<file path="src/rtl/heap_pkg.sv">
// heap_pkg: shared types and constants for the heap controller.
//   state_t          - controller FSM states (push path P_*, pop path Q_*)
//   OP_PUSH / OP_POP - encodings of the 'op' request input
package heap_pkg;

  typedef enum logic [3:0] {
    IDLE,
    ERR,
    P_INIT,
    P_PAR,
    P_CMP,
    Q_TOP,
    Q_LAST,
    Q_LEFT,
    Q_RIGHT,
    Q_CMP,
    DONE
  } state_t;

  localparam logic OP_PUSH = 1'b0;
  localparam logic OP_POP  = 1'b1;

endpackage

</file>
<file path="src/rtl/heap_better.sv">
// heap_better: combinational strict key comparator.
//   a, b   in  DW  keys to compare
//   better out 1   a < b in min-heap mode, a > b in max-heap mode
// Equal keys are never "better", so equal keys never move in the heap.
module heap_better #(
  parameter int DW       = 8,
  parameter bit MAX_MODE = 1'b0
) (
  input  logic [DW-1:0] a,
  input  logic [DW-1:0] b,
  output logic          better
);

  generate
    if (MAX_MODE) begin : g_max
      assign better = (a > b);
    end else begin : g_min
      assign better = (a < b);
    end
  endgenerate

endmodule

</file>
<file path="src/rtl/heap_ctrl.sv">
// heap_ctrl: binary-heap controller for a heap stored in an external
// single-port RAM (1-based, address 0 unused, capacity 2^AW - 1).
//   clk, reset   clock / synchronous active-high reset
//   start, op    request strobe (IDLE only); op 0 = push din, 1 = pop root
//   din          key to push, held until done
//   dout         last popped key
//   busy         high outside IDLE
//   done, err    end-of-request pulse; err flags push-full / pop-empty
//   size         element count; full / empty derived from it
//   maddr, mdin, mwen, mdout   RAM port (mdout is an async read of maddr)
module heap_ctrl
  import heap_pkg::*;
#(
  parameter int DW       = 8,
  parameter int AW       = 8,
  parameter bit MAX_MODE = 1'b0
) (
  input  logic          clk,
  input  logic          reset,
  input  logic          start,
  input  logic          op,
  input  logic [DW-1:0] din,
  output logic [DW-1:0] dout,
  output logic          busy,
  output logic          done,
  output logic          err,
  output logic [AW-1:0] size,
  output logic          full,
  output logic          empty,
  output logic [AW-1:0] maddr,
  output logic [DW-1:0] mdin,
  output logic          mwen,
  input  logic [DW-1:0] mdout
);

  localparam logic [AW-1:0] CAP = '1;
  localparam logic [AW-1:0] ONE = {{(AW-1){1'b0}}, 1'b1};

  state_t        state_reg;
  logic [AW-1:0] size_reg;
  logic [AW-1:0] idx_reg;
  logic [AW-1:0] cidx_reg;
  logic [DW-1:0] key_reg;
  logic [DW-1:0] child_reg;
  logic [DW-1:0] parent_reg;
  logic [DW-1:0] dout_reg;

  // Child indices on AW+1 bits so 2*idx cannot wrap past the last slot.
  logic [AW:0] lchild;
  logic [AW:0] rchild;
  logic [AW:0] size_ext;
  assign lchild   = {idx_reg, 1'b0};
  assign rchild   = {idx_reg, 1'b1};
  assign size_ext = {1'b0, size_reg};

  // Shared key-vs-neighbour compare: better(key, parent) on the way up,
  // better(child, key) on the way down.
  logic [DW-1:0] cmp_a;
  logic [DW-1:0] cmp_b;
  logic          key_better;
  logic          right_better;
  assign cmp_a = (state_reg == Q_CMP) ? child_reg : key_reg;
  assign cmp_b = (state_reg == Q_CMP) ? key_reg   : parent_reg;

  heap_better #(.DW(DW), .MAX_MODE(MAX_MODE)) u_key_cmp (
    .a      (cmp_a),
    .b      (cmp_b),
    .better (key_better)
  );

  // Right child (being read this cycle) against the latched left child.
  heap_better #(.DW(DW), .MAX_MODE(MAX_MODE)) u_child_cmp (
    .a      (mdout),
    .b      (child_reg),
    .better (right_better)
  );

  // RAM address / write mux. maddr rests on idx when nothing is read.
  always_comb begin
    maddr = idx_reg;
    mdin  = '0;
    mwen  = 1'b0;
    case (state_reg)
      P_PAR:   maddr = idx_reg >> 1;
      P_CMP: begin
        if (key_better) begin
          mwen = 1'b1;
          mdin = parent_reg;
        end
      end
      Q_TOP:   maddr = ONE;
      Q_LAST:  maddr = size_reg;
      Q_LEFT: begin
        if (lchild <= size_ext) maddr = lchild[AW-1:0];
      end
      Q_RIGHT: maddr = cidx_reg + ONE;
      Q_CMP: begin
        if (key_better) begin
          mwen = 1'b1;
          mdin = child_reg;
        end
      end
      DONE: begin
        mwen = 1'b1;
        mdin = key_reg;
      end
      default: ;
    endcase
    // A reset landing on a write cycle must not corrupt the RAM.
    if (reset) begin
      mwen = 1'b0;
      mdin = '0;
    end
  end

  always_ff @(posedge clk) begin
    if (reset) begin
      state_reg  <= IDLE;
      size_reg   <= '0;
      idx_reg    <= '0;
      cidx_reg   <= '0;
      key_reg    <= '0;
      child_reg  <= '0;
      parent_reg <= '0;
      dout_reg   <= '0;
    end else begin
      case (state_reg)
        IDLE: begin
          if (start) begin
            if (op == OP_PUSH) state_reg <= full  ? ERR : P_INIT;
            else               state_reg <= empty ? ERR : Q_TOP;
          end
        end
        ERR: state_reg <= IDLE;
        P_INIT: begin
          size_reg  <= size_reg + ONE;
          idx_reg   <= size_reg + ONE;
          key_reg   <= din;
          state_reg <= (size_reg == '0) ? DONE : P_PAR;
        end
        P_PAR: begin
          parent_reg <= mdout;
          state_reg  <= P_CMP;
        end
        P_CMP: begin
          if (key_better) begin
            idx_reg   <= idx_reg >> 1;
            state_reg <= ((idx_reg >> 1) == ONE) ? DONE : P_PAR;
          end else begin
            state_reg <= DONE;
          end
        end
        Q_TOP: begin
          dout_reg  <= mdout;
          state_reg <= Q_LAST;
        end
        Q_LAST: begin
          key_reg   <= mdout;
          size_reg  <= size_reg - ONE;
          idx_reg   <= ONE;
          state_reg <= Q_LEFT;
        end
        Q_LEFT: begin
          if (lchild > size_ext) begin
            state_reg <= DONE;
          end else begin
            child_reg <= mdout;
            cidx_reg  <= lchild[AW-1:0];
            state_reg <= (rchild <= size_ext) ? Q_RIGHT : Q_CMP;
          end
        end
        Q_RIGHT: begin
          if (right_better) begin
            child_reg <= mdout;
            cidx_reg  <= cidx_reg + ONE;
          end
          state_reg <= Q_CMP;
        end
        Q_CMP: begin
          if (key_better) begin
            idx_reg   <= cidx_reg;
            state_reg <= Q_LEFT;
          end else begin
            state_reg <= DONE;
          end
        end
        DONE:    state_reg <= IDLE;
        default: state_reg <= IDLE;
      endcase
    end
  end

  assign dout  = dout_reg;
  assign size  = size_reg;
  assign busy  = (state_reg != IDLE);
  assign done  = (state_reg == DONE) || (state_reg == ERR);
  assign err   = (state_reg == ERR);
  assign full  = (size_reg == CAP);
  assign empty = (size_reg == '0);

endmodule

</file>
<file path="config.mk">
export PLATFORM = sky130hd
export DESIGN_NAME = heap_ctrl
export DESIGN_NICKNAME = d
export VERILOG_FILES = /design/src/rtl/heap_pkg.sv /design/src/rtl/heap_better.sv /design/src/rtl/heap_ctrl.sv
export SDC_FILE = /design/constraint.sdc
export NUM_CORES = 1
export LEC_CHECK = 0
export CORE_MARGIN = 2
export CORE_UTILIZATION = 40
export CTS_CLUSTER_DIAMETER = 150
export CTS_CLUSTER_SIZE = 20
export DETAILED_ROUTE_END_ITERATION = 16
export GPL_TIMING_DRIVEN = 0
export SYNTH_ARGS = -nofsm -noshare
export SYNTH_HDL_FRONTEND = slang
export SYNTH_SLANG_ARGS = --single-unit
export TNS_END_PERCENT = 100
</file>
<file path="constraint.sdc">
create_clock -name clk -period 6.93 [get_ports clk]
set_input_delay 2.079 -clock clk [delete_from_list [all_inputs] [get_ports clk]]
set_output_delay 2.079 -clock clk [all_outputs]
set_load 0.005 [all_outputs]
</file>
* Yosys cells after proc, flatten, opt, wreduce, memory -nomap -nowiden
Cells that the tools add are included.
** Word-level totals
- Register bits after elaboration :: 60
- Latch bits :: 0
- RAM bits :: 0
- ROM bits :: 0
- Output and inout port bits :: 38
- Word-level logic and storage cells :: 76
- Memories kept :: 0
** Operators by class
- Add/sub/neg operators :: 3
- Multipliers :: 0
- Divide/modulo/power cells :: 0
- Magnitude comparators :: 5
- Equal/unequal tests :: 17
- Shift operators :: 0
- Muxes and demuxes :: 33
- Bitwise operators :: 0
- Reductions and logical operators :: 10
** Operators by type and width (count)
- 2-to-1 mux 8 bit :: 12
- case mux 8 bit (2 select lines) :: 4
- case mux 8 bit (5 select lines) :: 1
- case mux 4 bit (9 select lines) :: 1
- case mux 8 bit (4 select lines) :: 1
- case mux 8 bit (3 select lines) :: 1
- 2-to-1 mux 4 bit :: 5
- less-or-equal comparator 9 x 8 -> 1 bit :: 2
- adder 8 x 1 -> 8 bit (second input constant) :: 2
- equality test 4 x 3 -> 1 bit (second input constant) :: 4
- < comparator 8 bit :: 2
- equality test 4 bit (second input constant) :: 3
- != test 2 bit (second input constant) :: 5
- greater-than comparator 9 x 8 -> 1 bit :: 1
- equality test 4 x 2 -> 1 bit (second input constant) :: 2
- equality test 8 bit (second input constant) :: 1
- zero test 8 bit :: 1
- nonzero test 4 bit :: 2
- subtractor 8 x 1 -> 8 bit (second input constant) :: 1
- equality test 7 x 1 -> 1 bit (second input constant) :: 1
- 2-to-1 mux 3 bit :: 2
- AND reduction 3 bit :: 2
- equality test 4 x 1 -> 1 bit (second input constant) :: 1
- zero test 4 bit :: 1
- other kinds (6) :: 10

* Longest topological paths before layout
Gate-level depths: netlist of the first run.
- Depth after elaboration :: 6
- Depth in mapped cells :: 13
- Gate-level depth less buffers :: 9

* Hierarchy
A second synthesis of the first run with hierarchy kept.
** Unflattened totals
- Cells, all modules :: 543
- Area total of the unflattened synthesis :: 4197.8 µm²
** Modules (own cells, without submodules)
- heap_ctrl :: times used 1, cells an instance 493, area each 3844.9 µm², sequential area each 1201.2 µm²
- heap_better :: times used 2, cells an instance 25, area each 176.4 µm², sequential area each 0.0 µm²

* Worst setup path after synthesis of the first run
Ideal clock, no wire load.
- Kind :: flip-flop to output port
- Start point :: reg state_reg[3]
- End point :: out mdin[0]
- Arrival time :: 3.067 ns
- Setup slack :: 1.784 ns
- Cell stages (with the launch flop) :: 13
- Buffers on the path :: 4
- Cells stage by stage :: dfxtp_1 -> clkbuf_1 -> and4bb_2 -> clkbuf_1 -> buf_1 -> mux2_2 -> ha_1 -> a211o_1 -> a31oi_1 -> o21bai_1 -> clkbuf_1 -> a2bb2oi_1 -> nor3_1
** On the way
- Longest elaborated chain between the ends :: 6
- Elaborated cells on any way between the ends :: 10
- Those cells by class :: order compare (1); eq/ne (3); mux (6)
** Ends and longest elaborated chain
- from (decl) :: RTL line heap_ctrl.sv:39 : state_t state_reg;
- from (signal assigned) :: RTL line heap_ctrl.sv:130 : if (op == OP_PUSH) state_reg <= full ? ERR : P_INIT;
- from (signal assigned) :: RTL line heap_ctrl.sv:131 : else state_reg <= empty ? ERR : Q_TOP;
- from (signal assigned) :: RTL line heap_ctrl.sv:139 : state_reg <= (size_reg == '0) ? DONE : P_PAR;
- equality test 4 bit :: RTL line heap_ctrl.sv:62, heap_ctrl.sv:63, heap_ctrl.sv:83
- 2-to-1 mux 8 bit, on equally long branches :: RTL line heap_ctrl.sv:62, heap_ctrl.sv:63
- < comparator 8 bit :: RTL line heap_better.sv:18 : assign better = (a < b);
- 2-to-1 mux 8 bit, on equally long branches :: RTL line heap_ctrl.sv:98, heap_ctrl.sv:86
- case mux 8 bit (3 select lines) (*) :: RTL line heap_ctrl.sv:83 : case (state_reg)
- 2-to-1 mux 8 bit (*) :: RTL line heap_ctrl.sv:110 : if (reset) begin
- to (decl) :: RTL line heap_ctrl.sv:31 : output logic [DW-1:0] mdin,
Every way passes the cells marked *; elsewhere a longest branch is shown, timed or not.

* Worst setup path after layout of the first run
Same ends and word-level chain as after synthesis.

==> metrics.md, run 1 <==
| Metric | Value |
|---|---|
| Status | `completed` |
| TritonCTS Buffers | `9` |
| Fmax | `153.1 MHz` |
| Routability cong. | `0.9570` |
| Register Area | `1201 µm²` |
| RSZ-0062 raised after global routing | `no` |
| Mapped Area | `4304 µm²` |
| P per Cell Area | `339.7 nW/µm²` |
| Overall routing resource usage | `0.2665` |
| Hold_sp | `dout[2]` |
| Highest ir drop seen on vdd | `0.1641 mV` |
| Hold path depth | `2` |
| Worst R2R Path Depth | `13` |
| Post-CTS Setup Bufs | `0` |
| Sequential area share after synthesis | `0.2791` |
| Die H | `107.7 µm` |
| First drt pass iteration count | `6` |
| Clk slew on worst S/H paths | `0.07 ns` |
| Fraction of registers with async set/reset | `0` |
| Fin. Hold Viols | `0` |
| Setup violators final | `0` |
| DR DRC count | `0` |
| IO Count | `58` |
| DR WL met2 | `6519 µm` |
| Leak | `1.755 nW` |
| Layout cells sized above 1 | `0.07246` |
| Maxcap violations | `0` |
| Filler cells | `1079` |
| Pin count of the biggest net entering global routing | `11` |
| EDFF count, synth | `0` |
| Final WL | `14960 µm` |
| Synth Flop Type | `dfxtp_1` |
| First-pass GRT wire length | `23720 µm` |
| # port buffers | `57` |
| Worst skew pair latency | `0.35 ns` |
| Final Worst Setup Slack | `0.3988 ns` |
| R2r startpoint | `state_reg[3]` |
| Die area | `11610 µm²` |
| Syn Inst Count | `549` |
| Critical Setup Path Class | `flip-flop to primary output` |
| CP required | `4.85 ns` |
| Yosys cell types | `65` |
| Antenna-violating nets left | `0` |
| Final nets | `663` |
| Max stage delay cell, worst path | `clkdlybuf4s50_1` |
| Cell Chain, Critical Path | `clkbuf_1, and4bb_2, clkbuf_1, clkbuf_2, mux2_2, ha_1, a211o_1, a31oi_1, o21bai_1, clkbuf_2, a2bb2oi_1, nor3_1, clkdlybuf4s50_1` |
| Area leader, netlist | `dfxtp_1` |
| Pre-CTS setup slack | `0.5756 ns` |
| Post-route minimum period | `6.531 ns` |
| Worst setup SP type | `flip-flop` |
| CP endpoint kind | `primary output` |
| Main area contributors after synthesis | `dfxtp_1 28%, ha_1 7.6%, a21oi_1 5.6%` |
| Final slew viol count | `0` |
| Total Neg Setup Slack | `0 ns` |
| Initial Utilization | `0.4151` |
| Top cell type's share of synthesized area | `0.2791` |
| Via count | `4618` |
| Mapped Nets | `595` |
| CTS Root Cell | `clkbuf_8` |
| Metal-1 WL | `6864 µm` |
| Core area | `10370 µm²` |
| Flops & latches, synth | `60` |
| Grt total ovfl | `0` |
| Ant diodes | `0` |
| CTS tree | `yes` |
| Initial antenna violation count | `0` |
| Critical path peak fanout | `10` |
| Slew of the pin with the lowest slew margin | `0.9865 ns` |
| Delay-heaviest family, CP | `buffers and inverters` |
| Highest metal used | `met4` |
| Largest stage delay, worst path | `0.55 ns` |
| Clock Sink Count | `60` |
| R2R setup slack | `3.18 ns` |
| Stages on the worst setup path | `13` |
| Ys Warns | `0` |
| Reg-to-reg endpoint | `idx_reg[6]` |
| Multi-input logic area | `2814 µm²` |
| Post-DP HPWL | `11450 µm` |
| Core Rows | `37` |
| Final Cycle Share | `0.9425` |
| Worst Skew | `0.01146 ns` |
| Max-slew headroom | `0.3373` |
| Min-Delay Endpoint | `dout[2]` |
| Post-Syn Area per Cell | `7.840 µm²` |
| Vias per cell | `6.100` |
| CP arrival | `4.45 ns` |
| Met3 WL | `1344 µm` |
| 1st-iter DRT viols | `533` |
| Critical path buffer and inverter count | `5` |
| Wire per inst | `19.76 µm` |
| Area Growth Syn to Fin | `21.16%` |
| Vias in the first global route | `4363` |
| Clk buf depth | `2` |
| H-tree levels | `3` |
| Die X | `107.7 µm` |
| Hold Crit Class | `flip-flop to flip-flop` |
[report_power, final]
group | switching [mW] | internal, mW | total, mW
logic | 0.600 | 0.421 | 1.02
clock network | 0.149 | 0.137 | 0.285
registers | 0.0683 | 0.397 | 0.465
[Yosys cell counts (all sizes together) (5+ instances only)]
library cell,instances
a211oi,7
a21oi,48
a221o,11
a222oi,5
a22oi,21
a2bb2oi,8
a32o,5
buf,14
clkbuf,24
dfxtp,60
ha,26
inv,27
mux2,7
mux2i,20
nand2,46
nand3,29
nor2,45
nor3,25
nor4,5
o21ai,37
o22ai,6
xnor2,11
[worst max path at each step]
| stage | from | end | slack, ns |
|---|---|---|---|
| 2_1_floorplan | state_reg[3] | mdin[0] | 1.78 |
| 3_3_place_gp | state_reg[3] | mdin[0] | 0.57 |
| 3_5_place_dp | reset | mwen | 0.58 |
| 4_1_cts | state_reg[3] | mdin[0] | 0.19 |
| 5_1_grt | state_reg[3] | mdin[1] | 0.07 |
| 6_report | state_reg[3] | mdin[0] | 0.40 |
[routing by layer]
metal	up-vias	global-route usage
li1	2185	-
met1	2197	0.3761
met2	214	0.3967
met3	22	0.05811
met4	0	0.09615
met5	-	0
[cells in the final DEF (no fill, tap or decap), types with 20 or more instances in the layout]
cell / instances
inv_1: 27
nand2_1: 46
o21ai_0: 36
nor2_1: 45
nor3_1: 24
mux2i_1: 20
a22oi_1: 21
a21oi_1: 48
clkbuf_1: 24
ha_1: 26
dfxtp_1: 60
clkdlybuf4s50_1: 57
nand3_1: 29
[metrics by stage]
stage / util / std cells / power [mW] / instance area [µm²] / hold slack (ns)
after floorplan: - / 549 / 1.138 / 4304 / 0.4527
after global placement: 0.4865 / 742 / 1.462 / 5045 / 0.4431
after detailed placement: 0.4865 / 742 / 1.471 / 5045 / 0.4484
after CTS: 0.5027 / 757 / 1.757 / 5213 / 0.4577
after global routing: 0.5029 / 757 / 1.903 / 5215 / 0.4799
final: 0.5029 / 757 / 1.771 / 5215 / 0.4555
[cell families (layout without fill, tap and decap cells)]
group	Yosys count	count (layout)	share of synthesized area
flops	60	60	0.2791
fa+ha+maj	26	26	0.07558
compound gates	181	181	0.2901
xor+xnor	15	15	0.03052
mux	27	27	0.06483
buf+inv	66	138	0.06715
simple gates	174	174	0.1927
[worst min-delay path, stage by stage (launching register included)]
cell     delay [ns]
dfxtp_1        0.31
nand2_1        0.05
a21oi_1        0.05
[area by class of cell]
cell class / instances / area share
buffer: 38 / 0.03575
clock buffer: 11 / 0.02711
clock inverter: 4 / 0.005038
inverter: 28 / 0.02015
multi-input combinational: 423 / 0.5396
sequential: 60 / 0.2303
tap: 136 / 0.03263
timing repair buffer: 57 / 0.1094
[timing repair]
| action | in CTS | in global routing |
|---|---|---|
| endpoints found under the setup margin | 0 | 7 |
| hold buffers | 0 | 0 |
| hold endpoints to repair | 0 | 0 |
| gates resized for setup | 0 | 3 |
Power figures use the tool's default switching activity.
==> run 2, diff against run 1 <==
--- a/config.mk
+++ b/config.mk
@@ -5,6 +5,7 @@
 export SDC_FILE = /design/constraint.sdc
 export NUM_CORES = 1
 export LEC_CHECK = 0
+export CORE_ASPECT_RATIO = 2
 export CORE_MARGIN = 2
 export CORE_UTILIZATION = 40
 export CTS_CLUSTER_DIAMETER = 150
==> metrics.md, run 2 (synthesis results as in run 1) <==
| Metric | Value |
|---|---|
| Status | `completed` |
| Area Growth Syn to Fin | `25.23%` |
| Vias in the first global route | `4573` |
| Die area | `11660 µm²` |
| First drt pass iteration count | `9` |
| Pre-CTS setup slack | `0.5272 ns` |
| Initial antenna violation count | `0` |
| Worst skew pair latency | `0.33 ns` |
| Highest ir drop seen on vdd | `0.1506 mV` |
| Clock Sink Count | `60` |
| 1st-iter DRT viols | `459` |
| Fmax | `151.1 MHz` |
| Final slew viol count | `0` |
| Sequential power share | `0.228` |
| H-tree levels | `3` |
| TritonCTS Buffers | `9` |
| Power Total | `2.053 mW` |
| Delay-heaviest family, CP | `buffers and inverters` |
| Ant diodes | `0` |
| Clk pwr share | `0.257` |
| Post-DP Area | `5046 µm²` |
| CP endpoint kind | `primary output` |
| Worst Skew | `0.005476 ns` |
| Hold Crit Class | `flip-flop to flip-flop` |
| RSZ-0062 raised after global routing | `no` |
| CP required | `4.85 ns` |
| Maxcap violations | `0` |
| Cell Chain, Critical Path | `clkbuf_1, and4bb_2, clkbuf_1, clkbuf_2, mux2_2, ha_1, a211o_1, a31oi_1, o21bai_1, clkbuf_2, a2bb2oi_1, nor3_1, clkdlybuf4s50_1` |
| Core area | `10480 µm²` |
| Max-slew headroom | `0.1924` |
| Grt total ovfl | `0` |
| Total Neg Setup Slack | `0 ns` |
| Hold slack | `0.4549 ns` |
| Critical path buffer and inverter count | `5` |
| Via count | `4748` |
| Core Rows | `53` |
| Switching part of the total | `0.4293` |
| CTS tree | `yes` |
| Setup violators final | `0` |
| Clk buf depth | `2` |
| Layout cells sized above 1 | `0.07395` |
| Filler cells | `1101` |
| Die H | `150.7 µm` |
| Vias per cell | `6.256` |
| First-pass GRT wire length | `25590 µm` |
| Most common cell after layout, fill and taps aside | `dfxtp_1` |
| Critical path peak fanout | `10` |
| Largest stage delay, worst path | `0.54 ns` |
| Int Power | `1.171 mW` |
| Net Sw Power | `0.8813 mW` |
| Final WL | `16710 µm` |
| Wire per inst | `22.02 µm` |
| Leak | `1.837 nW` |
| DR DRC count | `0` |
| Fin. Hold Viols | `0` |
| Pin count of the biggest net entering global routing | `12` |
| Combinational Power Share | `0.516` |
| Slew of the pin with the lowest slew margin | `1.202 ns` |
| Register Area | `1201 µm²` |
| # port buffers | `57` |
| Routability cong. | `0.9972` |
| Post-route cell area | `5390 µm²` |
| Overall routing resource usage | `0.2911` |
| Die X | `77.35 µm` |
| Post-route minimum period | `6.620 ns` |
| Final Cycle Share | `0.9552` |
| Placed Instances | `743` |
| Max stage delay cell, worst path | `clkdlybuf4s50_1` |
| CP arrival | `4.54 ns` |
| Clk slew on worst S/H paths | `0.06 ns` |
| Multi-input logic area | `2814 µm²` |
| IO Count | `58` |
| Antenna-violating nets left | `0` |
| Post-DP HPWL | `12710 µm` |
| Initial Utilization | `0.4108` |
| Final nets | `663` |
| Commonest cells after routing, fill and taps aside | `60 x dfxtp_1, 57 x clkdlybuf4s50_1, 48 x a21oi_1, 46 x nand2_1, 45 x nor2_1` |
| CTS Root Cell | `clkbuf_16` |
| Critical Setup Path Class | `flip-flop to primary output` |
| Core Util, Final | `0.5144` |
| Layout Cells excl Fill | `759` |
| P per Cell Area | `380.8 nW/µm²` |
| Final Worst Setup Slack | `0.3103 ns` |
| Worst setup SP type | `flip-flop` |
## run 2: power by group through the flow
stage          Clock (mW)  Sequential (mW)  Combinational (mW)
2_1_floorplan           0            0.446               0.692
3_3_place_gp            0            0.470                1.02
3_5_place_dp            0            0.472                1.03
4_1_cts             0.529            0.465                1.03
5_1_grt             0.550            0.474                1.14
6_report            0.527            0.467                1.06
## run 2: layer usage
metal / routed length (µm) / GRT usage / part of all wire
met1: 5793 / 0.2893 / 0.35
met2: 8694 / 0.5339 / 0.52
met4: 1408 / 0.2313 / 0.084
met3: 814 / 0.03777 / 0.049
met5: 0 / 0 / 0
## run 2: final timing paths
check | startpoint | endpoint | slack, ns | cells past startpoint
worst min-delay path | dout[0] | dout[0] | 0.45 | 2
worst max register to register | state_reg[3] | idx_reg[4] | 2.93 | 13
worst min register to register | dout[0] | dout[0] | 0.45 | 2
worst max-delay path | state_reg[3] | mdin[0] | 0.31 | 13
## run 2: worst reg2reg max path: stages (launching register included)
cell and delay (ns):
dfxtp_1 0.31, clkbuf_1 0.28, and4bb_2 0.34, clkbuf_1 0.44, buf_2 0.39, mux2_2 0.38, ha_1 0.31, nand4_1 0.12
a21oi_1 0.18, nand2_1 0.07, o21ai_1 0.41, buf_2 0.32, mux2i_1 0.27, nor2_1 0.06
## run 2: layout make-up
| class | count | share of cell area |
|---|---|---|
| plain buffers | 38 | 0.03459 |
| multi-input cells | 423 | 0.5221 |
| repair buffers | 57 | 0.1058 |
| clock buffers | 10 | 0.04248 |
| inverters | 28 | 0.01950 |
| well taps | 137 | 0.03180 |
| flip-flops and latches | 60 | 0.2228 |
| clock inverters | 6 | 0.02089 |
## run 2: repair_timing
| action | 4_1_cts | 5_1_grt |
|---|---|---|
| resized for setup | 0 | 3 |
| endpoints found under the setup margin | 0 | 7 |
| hold endpoints to repair | 0 | 0 |
| hold buffers | 0 | 0 |
| buffers inserted | 0 | 0 |
==> run 3, diff against run 2 <==
--- a/config.mk
+++ b/config.mk
@@ -14,5 +14,6 @@
 export GPL_TIMING_DRIVEN = 0
 export SYNTH_ARGS = -nofsm -noshare
 export SYNTH_HDL_FRONTEND = slang
+export SYNTH_HIERARCHICAL = 1
 export SYNTH_SLANG_ARGS = --single-unit
 export TNS_END_PERCENT = 100
==> metrics.md, run 3 <==
| Metric | Value |
|---|---|
| Status | `completed` |
| Ys Warns | `6` |
| Hold Crit Class | `flip-flop to flip-flop` |
| H-tree levels | `3` |
| # port buffers | `56` |
| Filler cells | `1022` |
| DR DRC count | `0` |
| RSZ-0062 raised after global routing | `no` |
| Via count | `4546` |
| CP endpoint kind | `primary output` |
| Synth Flop Type | `dfxtp_1` |
| Mapped Area | `4198 µm²` |
| Final WL | `15780 µm` |
| Worst Skew | `0.01029 ns` |
| First drt pass iteration count | `6` |
| Antenna-violating nets left | `0` |
| Net Sw Power | `0.9510 mW` |
| Routability cong. | `0.9567` |
| Main area contributors after synthesis | `dfxtp_1 29%, ha_1 7.7%, a21oi_1 6.9%` |
| Vias in the first global route | `4520` |
| Int Power | `1.184 mW` |
| Fraction of registers with async set/reset | `0` |
| Switching part of the total | `0.4454` |
| Slew of the pin with the lowest slew margin | `0.9056 ns` |
| Synth cell count leaders | `62 x nand2_1, 60 x dfxtp_1, 58 x a21oi_1, 58 x nor2_1, 30 x inv_1` |
| Clk pwr share | `0.232` |
| Ant diodes | `0` |
| Initial Utilization | `0.4136` |
| Post-CTS Setup Bufs | `0` |
| Clk slew on worst S/H paths | `0.06 ns` |
| Final Cycle Share | `0.9419` |
| Final Worst Setup Slack | `0.4026 ns` |
| Vias per cell | `6.069` |
| Wire per inst | `21.07 µm` |
| IO Count | `58` |
| Mapped Nets | `589` |
| Pre-CTS setup slack | `0.2383 ns` |
| Worst skew pair latency | `0.34 ns` |
| Sequential area share after synthesis | `0.2861` |
| Total Neg Setup Slack | `0 ns` |
| Grt total ovfl | `0` |
| Setup violators final | `0` |
| Sequential power share | `0.244` |
| Core area | `10150 µm²` |
| Core Rows | `52` |
| Fin. Hold Viols | `0` |
| Overall routing resource usage | `0.2871` |
| Worst setup SP type | `flip-flop` |
| Post-Syn Area per Cell | `7.731 µm²` |
| Area leader, netlist | `dfxtp_1` |
| Top cell type's share of synthesized area | `0.2861` |
| Die H | `148.9 µm` |
| Pin count of the biggest net entering global routing | `11` |
| Leak | `1.859 nW` |
| Top-count cell post-synth | `nand2_1` |
| CTS hold repair buffers | `0` |
| Combinational Power Share | `0.524` |
| CTS Root Cell | `clkbuf_16` |
| Fmax | `153.2 MHz` |
| EDFF count, synth | `0` |
| P per Cell Area | `406.0 nW/µm²` |
| Initial antenna violation count | `0` |
| Critical Setup Path Class | `flip-flop to primary output` |
| Flops & latches, synth | `60` |
| Clk buf depth | `2` |
| Most common cell after layout, fill and taps aside | `nand2_1` |
| Post-DP HPWL | `11890 µm` |
| Die X | `76.44 µm` |
| Area Growth Syn to Fin | `25.28%` |
| Die area | `11380 µm²` |
| Highest ir drop seen on vdd | `0.2185 mV` |
| Core Util, Final | `0.5181` |
| Yosys cell types | `56` |
| Post-route minimum period | `6.527 ns` |
| CTS tree | `yes` |
| CP required | `4.85 ns` |
| CP arrival | `4.45 ns` |
| Syn Inst Count | `543` |
| Critical path peak fanout | `10` |
| Commonest cells after routing, fill and taps aside | `62 x nand2_1, 60 x dfxtp_1, 58 x a21oi_1, 57 x nor2_1, 56 x clkdlybuf4s50_1` |
| Layout cells sized above 1 | `0.09121` |
| Final nets | `656` |
| First-pass GRT wire length | `24960 µm` |
| TritonCTS Buffers | `9` |
| 1st-iter DRT viols | `565` |
| Final slew viol count | `0` |
| Maxcap violations | `0` |
| Max-slew headroom | `0.3911` |
| Clock Sink Count | `60` |
run 3: changes by cell type after synthesis, moves of 5 or more:
cell       change
nand3_1       -17
clkbuf_1       +5
nand2b_1       +6
o21ai_0       -15
nor2_1        +13
a21oi_1       +10
mux2_2         +9
mux2i_1        -9
a22o_1         +9
a2bb2oi_1      -8
nand2_1       +16
a32o_1         -5
o22ai_1        -6
nor3_1        -11
run 3: path summary, 6_finish.rpt:
check,startpoint,to,slack [ns],cells after the start
setup reg to reg,state_reg[0],idx_reg[7],2.37,14
hold / removal,dout[5],dout[5],0.46,2
hold reg to reg,dout[5],dout[5],0.46,2
setup / recovery,state_reg[0],mwen,0.40,13
run 3: kinds of logic after synthesis:
family                     after synthesis  synth area share
adders and majority gates               26           0.07750
DFF                                     60            0.2861
and+or+nand+nor                        182            0.2003
AOI/OAI and AO/OA                      169            0.2787
muxes                                   27           0.06915
xor gates and xnor gates                13           0.02712
buffers and inverters                   66           0.06110
run 3: stage by stage:
step	total power [mW]	area, µm²	hold slack, ns	instances
2_1_floorplan	1.196	4198	0.4471	543
3_3_place_gp	1.593	4927	0.4462	734
3_5_place_dp	1.602	4927	0.4514	734
4_1_cts	2.106	5255	0.4589	749
5_1_grt	2.249	5259	0.4833	749
6_report	2.135	5259	0.4574	749
run 3: final cells by class:
type                    instances  area, µm²  share of cell area
multi-input cells             417       2743              0.5215
flip-flops and latches         60       1201              0.2284
repair buffers                 56      560.5              0.1066
clock buffers                  11      252.7             0.04806
well taps                     135      168.9             0.03212
plain buffers                  35      143.9             0.02736
inverters                      31      116.4             0.02213
clock inverters                 4      72.57             0.01380
run 3: what timing repair did:
item,CTS,global route
resized for setup,1,6
setup endpoints to repair,9,9
cloned,0,0
run 3: power groups by stage:
stage	combinational, mW	sequential (mW)	clock [mW]
after floorplan	0.718	0.478	0
after global placement	1.07	0.522	0
after detailed placement	1.08	0.523	0
after CTS	1.09	0.515	0.500
after global routing	1.21	0.526	0.518
final	1.12	0.522	0.494
run 3: per-layer routing:
| metal | share of wire | GRT usage | up-vias |
|---|---|---|---|
| met3 | 0.052 | 0.05145 | 67 |
| met4 | 0.073 | 0.1991 | 0 |
| li1 | - | - | 2115 |
| met5 | 0 | 0 | - |
| met1 | 0.35 | 0.2863 | 2120 |
| met2 | 0.52 | 0.5310 | 244 |
run 3: worst max-delay path: stages, from the launching register on:
cell and delay [ns]:
dfxtp_1 0.30, clkbuf_1 0.30, nand2b_1 0.22, nor2_2 0.42
clkbuf_2 0.36, mux2_2 0.37, ha_1 0.32, a211oi_2 0.22
o21ai_1 0.10, a41oi_1 0.34, clkbuf_2 0.34, a22oi_1 0.15
nor2_1 0.13, clkdlybuf4s50_1 0.52
